## src/rtl/sdr_lib.sv

```systemverilog
// Shared SDR receive-path definitions: rssi-path widths, AGC defaults and state encoding.
// Latency: none, declarations only.
// Backpressure: not applicable.
package sdr_lib;

  // Width of the averaged magnitude / clip-density words from the RSSI stage
  localparam int RSSI_W = 16;

  // Width of the AGC settle hold-off counter (matches settle_cycles)
  localparam int AGC_CNT_W = 16;

  // Default gain step taken on ADC overload
  localparam int AGC_ATTACK_DEF = 4;

  // Width of the gain-update counter
  localparam int AGC_CHG_W = 16;

  typedef enum logic [1:0] {
    AGC_IDLE     = 2'd0,
    AGC_WAIT_ACK = 2'd1,
    AGC_SETTLE   = 2'd2,
    AGC_EVAL     = 2'd3
  } agc_state_e;

endpackage

```

## src/rtl/rx_agc_ctrl_if.sv

```systemverilog
// Gain-update handshake between the AGC controller and the analog front end.
// Latency: wires only.
// Backpressure: gain_stb is held with gain stable until the front end returns gain_ack.
interface rx_agc_ctrl_if #(
  parameter int GW = 6
);
  logic [GW-1:0] gain;
  logic          gain_stb;
  logic          gain_ack;

  // AGC side drives the code and strobe, front end answers with ack
  modport master (output gain, output gain_stb, input gain_ack);
  modport slave  (input gain, input gain_stb, output gain_ack);
endinterface

```

## src/rtl/agc_holdoff_ctr.sv

```systemverilog
// Settle hold-off down-counter: load a cycle count, step it down, flag when empty.
// Latency: load/dec take effect on the next edge; zero is combinational from the count.
// Backpressure: none; dec at zero is ignored so the count never wraps.
module agc_holdoff_ctr
  import sdr_lib::*;
#(
  parameter int W = AGC_CNT_W
) (
  input  logic         clock,
  input  logic         reset,
  input  logic         clear,
  input  logic         load,
  input  logic         dec,
  input  logic [W-1:0] load_val,
  output logic         zero
);

  logic [W-1:0] cnt;

  // Clear beats load, load beats decrement
  always_ff @(posedge clock) begin
    if (reset || clear) begin
      cnt <= '0;
    end else if (load) begin
      cnt <= load_val;
    end else if (dec && (cnt != '0)) begin
      cnt <= cnt - 1'b1;
    end
  end

  assign zero = (cnt == '0);

endmodule

```

## src/rtl/rx_agc_ctrl.sv

```systemverilog
// Receive AGC loop: steps the front-end gain code from rssi / clip density with settle hold-off.
// Latency: one cycle from EVAL input sampling to the gain / gain_stb update.
// Backpressure: each new gain is strobed and held until gain_ack; no decision is taken meanwhile.
module rx_agc_ctrl
  import sdr_lib::*;
#(
  parameter int GW     = 6,
  parameter int ATTACK = AGC_ATTACK_DEF
) (
  input  logic                 clock,
  input  logic                 reset,
  input  logic                 enable,
  input  logic [RSSI_W-1:0]    rssi,
  input  logic [RSSI_W-1:0]    over_count,
  input  logic [RSSI_W-1:0]    thresh_hi,
  input  logic [RSSI_W-1:0]    thresh_lo,
  input  logic [RSSI_W-1:0]    over_thresh,
  input  logic [AGC_CNT_W-1:0] settle_cycles,
  input  logic [GW-1:0]        gain_max,
  rx_agc_ctrl_if.master        fe,
  output logic [1:0]           agc_state,
  output logic [AGC_CHG_W-1:0] changes
);

  // Gain arithmetic is one bit wider than the code so steps cannot wrap
  localparam logic [GW:0] ATTACK_X = (GW+1)'(ATTACK);
  localparam logic [GW:0] ONE_X    = (GW+1)'(1);

  agc_state_e           state;
  logic [GW-1:0]        gain_r;
  logic                 stb_r;
  logic [AGC_CHG_W-1:0] changes_r;
  logic [AGC_CHG_W-1:0] changes_inc;

  logic [GW:0] gain_x;
  logic [GW:0] max_x;
  logic [GW:0] rule_x;
  logic [GW:0] target_x;

  logic hold_zero;
  logic hold_load;
  logic hold_dec;

  assign gain_x = {1'b0, gain_r};
  assign max_x  = {1'b0, gain_max};

  // Gain rule in priority order, then clamp to gain_max (also covers gain_max lowered under gain)
  always_comb begin
    rule_x = gain_x;
    if (over_count > over_thresh) begin
      rule_x = (gain_x > ATTACK_X) ? (gain_x - ATTACK_X) : '0;
    end else if (rssi > thresh_hi) begin
      rule_x = (gain_x != '0) ? (gain_x - ONE_X) : '0;
    end else if (rssi < thresh_lo) begin
      rule_x = gain_x + ONE_X;
    end
    target_x = (rule_x > max_x) ? max_x : rule_x;
  end

  assign changes_inc = (changes_r == {AGC_CHG_W{1'b1}}) ? changes_r : (changes_r + 1'b1);

  // Settle counter loads on the acknowledged edge and runs down only while settling
  assign hold_load = enable && (state == AGC_WAIT_ACK) && fe.gain_ack;
  assign hold_dec  = enable && (state == AGC_SETTLE) && !hold_zero;

  agc_holdoff_ctr #(
    .W (AGC_CNT_W)
  ) u_holdoff (
    .clock    (clock),
    .reset    (reset),
    .clear    (!enable),
    .load     (hold_load),
    .dec      (hold_dec),
    .load_val (settle_cycles),
    .zero     (hold_zero)
  );

  // AGC state machine with registered gain, strobe and update count
  always_ff @(posedge clock) begin
    if (reset) begin
      state     <= AGC_IDLE;
      gain_r    <= '0;
      stb_r     <= 1'b0;
      changes_r <= '0;
    end else if (!enable) begin
      state <= AGC_IDLE;
      stb_r <= 1'b0;
    end else begin
      case (state)
        AGC_IDLE: begin
          // gain_max is GW bits wide, so it never exceeds the top legal code
          gain_r    <= gain_max;
          stb_r     <= 1'b1;
          changes_r <= changes_inc;
          state     <= AGC_WAIT_ACK;
        end
        AGC_WAIT_ACK: begin
          if (fe.gain_ack) begin
            stb_r <= 1'b0;
            state <= AGC_SETTLE;
          end
        end
        AGC_SETTLE: begin
          if (hold_zero) begin
            state <= AGC_EVAL;
          end
        end
        AGC_EVAL: begin
          if (target_x != gain_x) begin
            gain_r    <= target_x[GW-1:0];
            stb_r     <= 1'b1;
            changes_r <= changes_inc;
            state     <= AGC_WAIT_ACK;
          end
        end
        default: state <= AGC_IDLE;
      endcase
    end
  end

  assign fe.gain     = gain_r;
  assign fe.gain_stb = stb_r;
  assign agc_state   = state;
  assign changes     = changes_r;

endmodule

```

## src/flat_wrapper.sv

```systemverilog
// flat-port wrapper written by rule: the top's interface ports become plain ports
module rx_agc_ctrl_flat import sdr_lib::*;
#(
  parameter int GW     = 6,
  parameter int ATTACK = AGC_ATTACK_DEF
)
  (clock, reset, enable, rssi, over_count, thresh_hi, thresh_lo, over_thresh, settle_cycles, gain_max, agc_state, changes, fe_gain, fe_gain_stb, fe_gain_ack);
  rx_agc_ctrl_if #(.GW(GW)) fe_i ();
  input  logic clock;
  input  logic reset;
  input  logic enable;
  input  logic [RSSI_W-1:0] rssi;
  input  logic [RSSI_W-1:0] over_count;
  input  logic [RSSI_W-1:0] thresh_hi;
  input  logic [RSSI_W-1:0] thresh_lo;
  input  logic [RSSI_W-1:0] over_thresh;
  input  logic [AGC_CNT_W-1:0] settle_cycles;
  input  logic [GW-1:0] gain_max;
  output logic [1:0] agc_state;
  output logic [AGC_CHG_W-1:0] changes;
  output wire logic [$bits(fe_i.gain)-1:0] fe_gain;
  output wire logic [$bits(fe_i.gain_stb)-1:0] fe_gain_stb;
  input wire logic [$bits(fe_i.gain_ack)-1:0] fe_gain_ack;
  assign fe_gain = fe_i.gain;
  assign fe_gain_stb = fe_i.gain_stb;
  assign fe_i.gain_ack = fe_gain_ack;
  rx_agc_ctrl #(.GW(GW), .ATTACK(ATTACK)) u_core (.clock(clock), .reset(reset), .enable(enable), .rssi(rssi), .over_count(over_count), .thresh_hi(thresh_hi), .thresh_lo(thresh_lo), .over_thresh(over_thresh), .settle_cycles(settle_cycles), .gain_max(gain_max), .fe(fe_i), .agc_state(agc_state), .changes(changes));
endmodule
```

## config.mk

```make
export PLATFORM = sky130hd
export DESIGN_NAME = rx_agc_ctrl_flat
export DESIGN_NICKNAME = d
export VERILOG_FILES = /design/src/rtl/sdr_lib.sv /design/src/rtl/rx_agc_ctrl_if.sv /design/src/rtl/agc_holdoff_ctr.sv /design/src/rtl/rx_agc_ctrl.sv /design/src/flat_wrapper.sv
export SDC_FILE = /design/constraint.sdc
export NUM_CORES = 1
export LEC_CHECK = 0
export CAP_MARGIN = 15
export CORE_MARGIN = 2
export CORE_UTILIZATION = 35
export DETAILED_ROUTE_END_ITERATION = 7
export PLACE_DENSITY = 0.65
export SETUP_SLACK_MARGIN = 0.2
export SKIP_CTS_REPAIR_TIMING = 1
export SYNTH_ARGS = -nofsm -noshare
export SYNTH_HDL_FRONTEND = slang
export SYNTH_SLANG_ARGS = --single-unit
export TNS_END_PERCENT = 100
```

## constraint.sdc

```tcl
create_clock -name clock -period 6.1 [get_ports clock]
set_input_delay 1.525 -clock clock [delete_from_list [all_inputs] [get_ports clock]]
set_output_delay 1.525 -clock clock [all_outputs]
set_load 0.005 [all_outputs]
```

==> metrics list, run 1 <==
- After the first detailed-routing iteration, the DRC count stood at 201.
- Commonest register cell after synthesis: sky130_fd_sc_hd__dfxtp_1
- Vias per inst: 5.255
- The die is 114.1 um tall.
- Multi-input gate area: 0.003387 sq mm
* Signal arrival time at the worst endpoint: 5930 ps
* X dimension of the die: 114.1 um
- The flow ran to the end, and the final reports show no timing, DRC or antenna violations.
- Avg WL per Cell: 14.54 um
- In this run the tightest slew margin relative to its limit is 26.07%.
- The design draws 0.9842 mW.
* Biggest fanout along the worst timing path: 5
- Summed over all layers, the global routing overflow is 0.
* Sequential standard cell area: 820.8 sq um
- TNS Setup: 0 ps
- The first detailed-routing pass ran for 7 iterations.
* Initial Util: 35.64%
- The routed design has 12620 um of wire.
- RSZ-0062 raised after global routing: true
- The worst setup path is of the in -> reg kind.
* Area enclosed by the die boundary: 0.01303 sq mm
- Slew of the pin with the lowest slew margin: 1099 ps
- The net count of the finished layout is 891.
* Path category of the worst min-delay check: reg -> reg
* Mapped Area: 0.004245 sq mm
- Input and output buffers added on the ports amount to 130.
* Worst supply voltage drop on vdd: 0.1357 mV
* Final count of hold timing violations: 0
* Number of distinct library cells after synthesis: 65
- After floorplanning, the core was divided into 40 placement rows.
- DRC violation count after routing: 0
- The clock reaches the later pin of the worst-skew pair after 290 ps.
- Detailed placement ended at an HPWL of 9592 um.
- For the final database, setup skew stands at 7.302 ps.
- Yosys top cell area share: 19.33%
- After clock tree synthesis, the clock-pin slew on the worst setup and hold paths is 60 ps.
- The longest clock path from root to sink contains 2 buffers.
- At the end of routability-driven placement, the weighted congestion stood at 0.9166.
- Required time of the critical path: 6300 ps
* Power density over the cells: 147.2 mW/mm^2
- For this run, the total global-route usage over all layers was measured as 18.13%.
- The via count of the first global-routing pass was 4456.
- Synth warn: 0
* Post-synth EDFFs: 0
- Max-slew violations: 0
- Fmax: 174.4 MHz
- In this run, synthesis produced a sequential element count of 41.
* Core area: 0.01191 sq mm
- Summing over every cut layer, the via total after detailed routing is 4561.
- TritonCTS built the clock tree.
* Filler instances: 1104
* Synth Instances: 547
- The detail route stage leaves a number of antenna-violating nets equal to 0.
- Static leakage power: 3.089 nW
- Dominant cells by area after synthesis: sky130_fd_sc_hd__dfxtp_1 19%, sky130_fd_sc_hd__ha_1 19%, sky130_fd_sc_hd__inv_1 6.4%, sky130_fd_sc_hd__nor2_1 4.3%, sky130_fd_sc_hd__a21oi_1 4.2%
* CP startpoint kind: input port
- Async set or reset register ratio after synthesis: 0%
- Entering global routing, the biggest net connects 32 pins.
- Clock tree root driver cell: sky130_fd_sc_hd__clkbuf_16
- CTS built an H-tree with a depth of 2.
- Largest area contributor in the netlist: sky130_fd_sc_hd__dfxtp_1
* Final design area excluding fillers: 0.006685 sq mm
- The tool flagged a number of max-cap violations equal to 0.
- When the netlist entered floorplanning its net count stood at 718.
* Top-level I/O count: 131
- Final setup violation count: 0
* Clock period minus worst slack: 5733 ps
- Each instance of the synthesized netlist takes up on average 7.761 sq um.
- Number of CTS-inserted buffers: 5
- Wire length of the first global-routing pass: 19710 um
- 0 antenna diodes ended up in the layout.
* Fin crit share: 93.98%
- The number of antenna violations at the first check in global routing was 0.
- From synthesis to final layout, the design area changed by 57.47%.
* Type of destination of the critical path: flop
* Seq/Total Area, Yosys: 19.33%
* Total placed instance area: 0.005988 sq mm
- The post-route netlist has 19.00% of its cells at a drive strength greater than 1.
* Clock sink total: 41
==> cell usage after synthesis, types with 2 or more instances <==
library cell                n
sky130_fd_sc_hd__mux2_2     5
sky130_fd_sc_hd__nor4_1     8
sky130_fd_sc_hd__o21a_1     3
sky130_fd_sc_hd__and2_1     3
sky130_fd_sc_hd__o21ai_1    4
sky130_fd_sc_hd__nand4_1    9
sky130_fd_sc_hd__xor2_1     9
sky130_fd_sc_hd__inv_1     72
sky130_fd_sc_hd__a311oi_1   5
sky130_fd_sc_hd__o31ai_1    6
sky130_fd_sc_hd__or3_1     11
sky130_fd_sc_hd__o31a_1     4
sky130_fd_sc_hd__a211oi_1  16
sky130_fd_sc_hd__o21ai_0   20
sky130_fd_sc_hd__clkbuf_1   8
sky130_fd_sc_hd__a21oi_1   36
sky130_fd_sc_hd__a22oi_1    4
sky130_fd_sc_hd__a221oi_1   4
sky130_fd_sc_hd__nor3_1    10
sky130_fd_sc_hd__dfxtp_1   41
sky130_fd_sc_hd__nor2b_1    6
sky130_fd_sc_hd__nand2_1   33
sky130_fd_sc_hd__nand2b_1   3
sky130_fd_sc_hd__ha_1      65
sky130_fd_sc_hd__o211ai_1   7
sky130_fd_sc_hd__and3_1     2
sky130_fd_sc_hd__buf_2      8
sky130_fd_sc_hd__xnor2_1   17
sky130_fd_sc_hd__nand3_1   20
sky130_fd_sc_hd__or4_1      9
sky130_fd_sc_hd__or2_2      2
sky130_fd_sc_hd__a21o_1     3
sky130_fd_sc_hd__and4_1     2
sky130_fd_sc_hd__mux2i_1   13
sky130_fd_sc_hd__nor2_1    49
==> kinds of logic (layout without fill, tap and decap cells) <==
logic type	count (synthesis)	count (layout)	share of synthesized area, %
AND/OR/NAND/NOR	171	171	20.13
XOR/XNOR	26	26	5.364
buffers and inverters	91	265	8.842
adder cells (fa/ha/maj)	65	65	19.16
flip-flops	41	41	19.33
multiplexers	20	20	5.010
AO/OA/AOI/OAI	133	133	22.16
==> per-layer routing <==
metal,global-route usage [%],wire [um],vias to the layer above
li1,-,-,2308
met1,22.69,5466,2111
met2,32.38,6245,122
met3,3.282,676,20
met4,4.065,230,0
met5,0,0,-
==> layout by cell type (no fill, tap or decap), types with 8 or more instances in the layout <==
master                            count
sky130_fd_sc_hd__a211oi_1            13
sky130_fd_sc_hd__o21ai_0             17
sky130_fd_sc_hd__mux2i_1             13
sky130_fd_sc_hd__nor2_1              47
sky130_fd_sc_hd__buf_4               50
sky130_fd_sc_hd__xor2_1               9
sky130_fd_sc_hd__xnor2_1             17
sky130_fd_sc_hd__nand3_1             20
sky130_fd_sc_hd__a21oi_1             30
sky130_fd_sc_hd__ha_1                50
sky130_fd_sc_hd__inv_2               15
sky130_fd_sc_hd__inv_1               57
sky130_fd_sc_hd__or3_1               10
sky130_fd_sc_hd__dlymetal6s2s_1      40
sky130_fd_sc_hd__clkdlybuf4s50_1     90
sky130_fd_sc_hd__ha_4                15
sky130_fd_sc_hd__dfxtp_1             41
sky130_fd_sc_hd__nand4_1              9
sky130_fd_sc_hd__nor3_1              10
sky130_fd_sc_hd__nand2_1             31
sky130_fd_sc_hd__nor4_1               8
==> sequential cells by signal (all words and copies together), names as in the netlist <==
name / flops
u_core.changes: 16
u_core.fe.gain_stb: 1
u_core.agc_state: 2
u_core.u_holdoff.cnt: 16
u_core.fe.gain: 6
==> power by group <==
group	leakage, nW	switching (mW)	internal (mW)
clock	0.0704	0.113	0.154
sequential	0.332	0.0151	0.275
combinational	2.69	0.195	0.232
==> final timing paths <==
| kind | start | to | slack (ps) | depth (start not counted) |
|---|---|---|---|---|
| setup / recovery | thresh_hi[5] | u_core.changes[9] | 370 | 22 |
| hold / removal | u_core.u_holdoff.cnt[4] | u_core.u_holdoff.cnt[4] | 500 | 2 |
| setup reg to reg | u_core.fe.gain[2] | u_core.changes[9] | 1370 | 19 |
| hold reg to reg | u_core.u_holdoff.cnt[4] | u_core.u_holdoff.cnt[4] | 500 | 2 |
==> worst max-delay path, cell delays in order <==
cell	delay (ps)
sky130_fd_sc_hd__clkdlybuf4s50_1	450
sky130_fd_sc_hd__inv_1	40
sky130_fd_sc_hd__ha_1	290
sky130_fd_sc_hd__a21oi_1	150
sky130_fd_sc_hd__o21ai_1	90
sky130_fd_sc_hd__a21o_1	210
sky130_fd_sc_hd__o31ai_2	270
sky130_fd_sc_hd__nor2_1	100
sky130_fd_sc_hd__buf_4	160
sky130_fd_sc_hd__a221oi_2	280
sky130_fd_sc_hd__o2bb2ai_2	90
sky130_fd_sc_hd__ha_1	320
sky130_fd_sc_hd__o21a_1	110
sky130_fd_sc_hd__o21a_1	170
sky130_fd_sc_hd__o21ai_2	130
sky130_fd_sc_hd__a21oi_2	80
sky130_fd_sc_hd__a211o_1	340
sky130_fd_sc_hd__a21oi_4	200
sky130_fd_sc_hd__o21ai_4	130
sky130_fd_sc_hd__buf_12	150
sky130_fd_sc_hd__or4_1	500
sky130_fd_sc_hd__a21oi_1	160
==> stage by stage <==
stage                     cells  util, %  setup slack, ps  hold WS [ps]
after CTS                   859    51.53           -49.77         510.1
after detailed placement    851    50.27           -347.3         501.2
final                       868    56.12            367.0         503.9
after global routing        868    56.12            126.8         536.7
after floorplan             547        -            257.3         464.3
after global placement      851    50.27           -239.6         483.0
==> area by class of cell <==
cell class | count | share of cell area, %
multi-input combinational | 415 | 50.66
timing repair buffer | 185 | 28.02
sequential | 41 | 12.28
inverter | 72 | 4.043
tap | 147 | 2.751
clock buffer | 5 | 1.872
clock inverter | 3 | 0.3743
No activity file was read; power rests on OpenSTA's default activity.
==> run 2, diff against run 1 <==
Settings changed: RECOVER_POWER set to 50.
==> run 2 against run 1 <==
Against the previous run:
- clock power about the same
- via count is 0.46% higher
- combinational power barely moved
- non-clock buffer count is the same
- wire length up 0.28%
- core utilization about the same
- largest cell class unchanged
- largest power group unchanged
- highest routed layer unchanged
==> metrics list, run 2 (synthesis results as in run 1) <==
- Status: complete, no violations
* Hold-critical path endpoint: u_core.u_holdoff.cnt[4]
- The power density over the cells is 147.1 mW/mm^2 (about the same).
- Maximum buffer depth of the clock tree: 2 (unchanged)
* Depth of the worst register-to-register path: 20 (+1)
* Clock tree root driver cell: sky130_fd_sc_hd__clkbuf_16
* Clock network fraction of total power: 27.2% (about the same)
- Type of destination of the critical path: flop
* Number of violations of the max-capacitance limit: 0 (unchanged)
* Place WS: -347.3 ps (unchanged)
- The clock-pin slew of the registers on the worst-case setup and hold paths came to 60 ps (about the same).
* Total Routing Usage GR: 18.13% (unchanged)
* Sw frac: 33.03% (+0.16 points)
* Area enclosed by the die boundary: 0.01303 sq mm (unchanged)
- Part of the total power dissipated in sequential elements: 29.5% (about the same)
* Worst path max stage delay: 500 ps (about the same)
- The worst setup path is of the in -> reg kind.
* Placed cells: 851 (unchanged)
* Number of cells on the worst hold path: 2 (unchanged)
- The count of final max-slew check failures came to 0 (unchanged).
- The clock skew came to 6.735 ps (-0.5668 ps).
- The slowest stage of the critical path is the sky130_fd_sc_hd__or4_1 cell.
- Wire length of the first global-routing pass: 19710 um (unchanged)
- The required time reported for the critical path endpoint came to 6300 ps (about the same).
- The number of antenna-violating nets in the routed design was 0 (unchanged).
* R2R setup slack: 1300 ps (-70 ps)
* Headroom to the max-slew limit: 25.06% (-1.0 points)
- TritonCTS built the clock tree.
- The maximum VDD drop is 0.1356 mV (about the same).
* Fraction of final layout cells sized beyond drive strength 1: 18.86% (-0.14 points)
- The post-synthesis to final-layout area growth is 57.38% (about the same).
- The minimum clock period after layout came to 5739 ps (+5.559 ps).
- The number of detailed-routing iterations run before antenna repair was 6 (-1).
- DRC marker count from the first detailed-route iteration: 204 (+1.5%)
* CP startpoint kind: input port
* Path category of the worst min-delay check: reg -> reg
* TNS Setup: 0 ps (unchanged)
- The area of the core region was 0.01191 sq mm (unchanged).
* Clock sink total: 41 (unchanged)
- Signal arrival time at the worst endpoint: 5940 ps (about the same)
- The combinational share of power was 43.3% (about the same).
- The end-of-flow core utilization came to 56.09% (about the same).
- Overall power consumption: 0.9827 mW (-0.15%)
- Final HPWL DP: 9592 um (unchanged)
- Most common cell after layout, fill and taps aside: sky130_fd_sc_hd__clkdlybuf4s50_1
- The floorplan die width was 114.1 um (unchanged).
* Overflow after GRT: 0 (unchanged)
- The final hold slack came to 503.9 ps (+0.02800 ps).
- The DRC violation count after routing is 0 (unchanged).
- Capture point of the worst reg-to-reg path: u_core.changes[9]
- Initial antenna violation count: 0 (unchanged)
- Avg WL per Cell: 14.58 um (+0.28%)
* Clock latency at the later pin of the worst-skew pair: 290 ps (about the same)
* Biggest fanout along the worst timing path: 5 (unchanged)
* Final setup violation count: 0 (unchanged)
* Number of cells in the finished layout apart from fillers: 868 (unchanged)
- In this run the critical register-to-register path is launched from u_core.fe.gain[3].
- The chip height was 114.1 um (unchanged).
- The instance area after placement was 0.005988 sq mm (unchanged).
* Initial Util: 35.64% (unchanged)
- Worst setup margin: 361.4 ps (-5.559 ps)
- The number of primary I/O pins came to 131 (unchanged).
- The switching component of the power came to 0.3246 mW (+0.32%).
* RSZ-0062 raised after global routing: true
- Static leakage power: 3.162 nW (+2.4%)
- Detailed-route via count: 4582 (+0.46%)
* Slew of the pin with the lowest slew margin: 1114 ps (+14.88 ps)
* Fmax: 174.3 MHz (about the same)
* Origin of the worst min-delay path: u_core.u_holdoff.cnt[4]
* RD Place Congestion: 0.9166 (unchanged)
* Vias per inst: 5.279 (+0.46%)
* Leading cell types in the layout, fill and taps excluded: 65 x sky130_fd_sc_hd__clkdlybuf4s50_1, 57 x sky130_fd_sc_hd__inv_1, 50 x sky130_fd_sc_hd__ha_1
- Final count of hold timing violations: 0 (unchanged)
* Diode count: 0 (unchanged)
* Total Routed Length: 12650 um (+0.28%)
- Via count of the first global-routing pass: 4456 (unchanged)
* Quantity of I/O buffers inserted on ports: 130 (unchanged)
* Final-stage net count: 891 (unchanged)
* Total number of placement rows: 40 (unchanged)
- The maximum number of pins on one net before global-route repair was 32 (unchanged).
* Number of CTS-inserted buffers: 5 (unchanged)
* Final design area excluding fillers: 0.006681 sq mm (about the same)
* Clock H-tree levels: 2 (unchanged)
* Critical path cell sequence: clkdlybuf4s50_1 -> inv_1 -> ha_1 -> nand2_2 -> nor4_1 -> buf_4 -> a21boi_4 -> o31a_1 -> nor2_4 -> a211oi_4 -> o2bb2ai_2 -> ha_1 -> o21a_1 -> o21a_1 -> o21ai_2 -> a21oi_2 -> a211o_1 -> a21oi_4 -> o21ai_4 -> buf_12 -> or4_1 -> a21oi_1
- Fin crit share: 94.08% (about the same)
* Internal power consumption: 0.6581 mW (-0.38%)
[run 2: changes by cell type in the layout (fill, tap and decap cells not counted)]
cell	previous run	this run
sky130_fd_sc_hd__dlygate4sd3_1	0	25
sky130_fd_sc_hd__buf_4	50	49
sky130_fd_sc_hd__clkdlybuf4s50_1	90	65
sky130_fd_sc_hd__clkbuf_1	0	1
[run 2: per-layer routing]
layer	track usage, %	up-vias	routed length (um)
met5	0	-	0
met4	4.065	0	227
met3	3.282	21	616
li1	-	2308	-
met2	32.38	118	6190
met1	22.69	2135	5619
[run 2: layout make-up]
class | count | area [sq um]
Clock inverter | 3 | 25.02
Inverter | 72 | 270.3
Sequential cell | 41 | 820.8
Clock buffer | 5 | 125.1
Fill cell | 1105 | 5230
Timing Repair Buffer | 185 | 1869
Tap cell | 147 | 183.9
Multi-Input combinational cell | 415 | 3387
[run 2: power groups by stage]
stage,logic (mW),registers (mW),clock network (mW)
3_5_place_dp,0.371,0.296,0
2_1_floorplan,0.204,0.288,0
6_report,0.426,0.290,0.267
3_3_place_gp,0.366,0.296,0
4_1_cts,0.374,0.290,0.273
5_1_grt,0.466,0.291,0.289
[run 2: how the worst max path moves through the flow]
stage	end	start	cells after the start
2_1_floorplan	u_core.fe.gain[4]	over_thresh[10]	22
3_3_place_gp	u_core.changes[11]	over_thresh[11]	21
3_5_place_dp	u_core.changes[11]	over_thresh[11]	21
4_1_cts	u_core.changes[11]	over_thresh[11]	21
5_1_grt	u_core.changes[9]	thresh_hi[6]	22
6_report	u_core.changes[9]	thresh_hi[7]	22
[run 2: critical path, delay by kind of cell]
kind / cells / cell delay, ps
AO/OA/AOI/OAI: 12 / 2180
AND/OR/NAND/NOR: 4 / 870
buffers and inverters: 4 / 800
adder cells (fa/ha/maj): 2 / 550
==> run 3, diff against run 2 <==
Settings changed: SLEW_MARGIN set to 5.
==> results of run 3 <==
Final layout, timing and power as in run 2 (identical DEF).
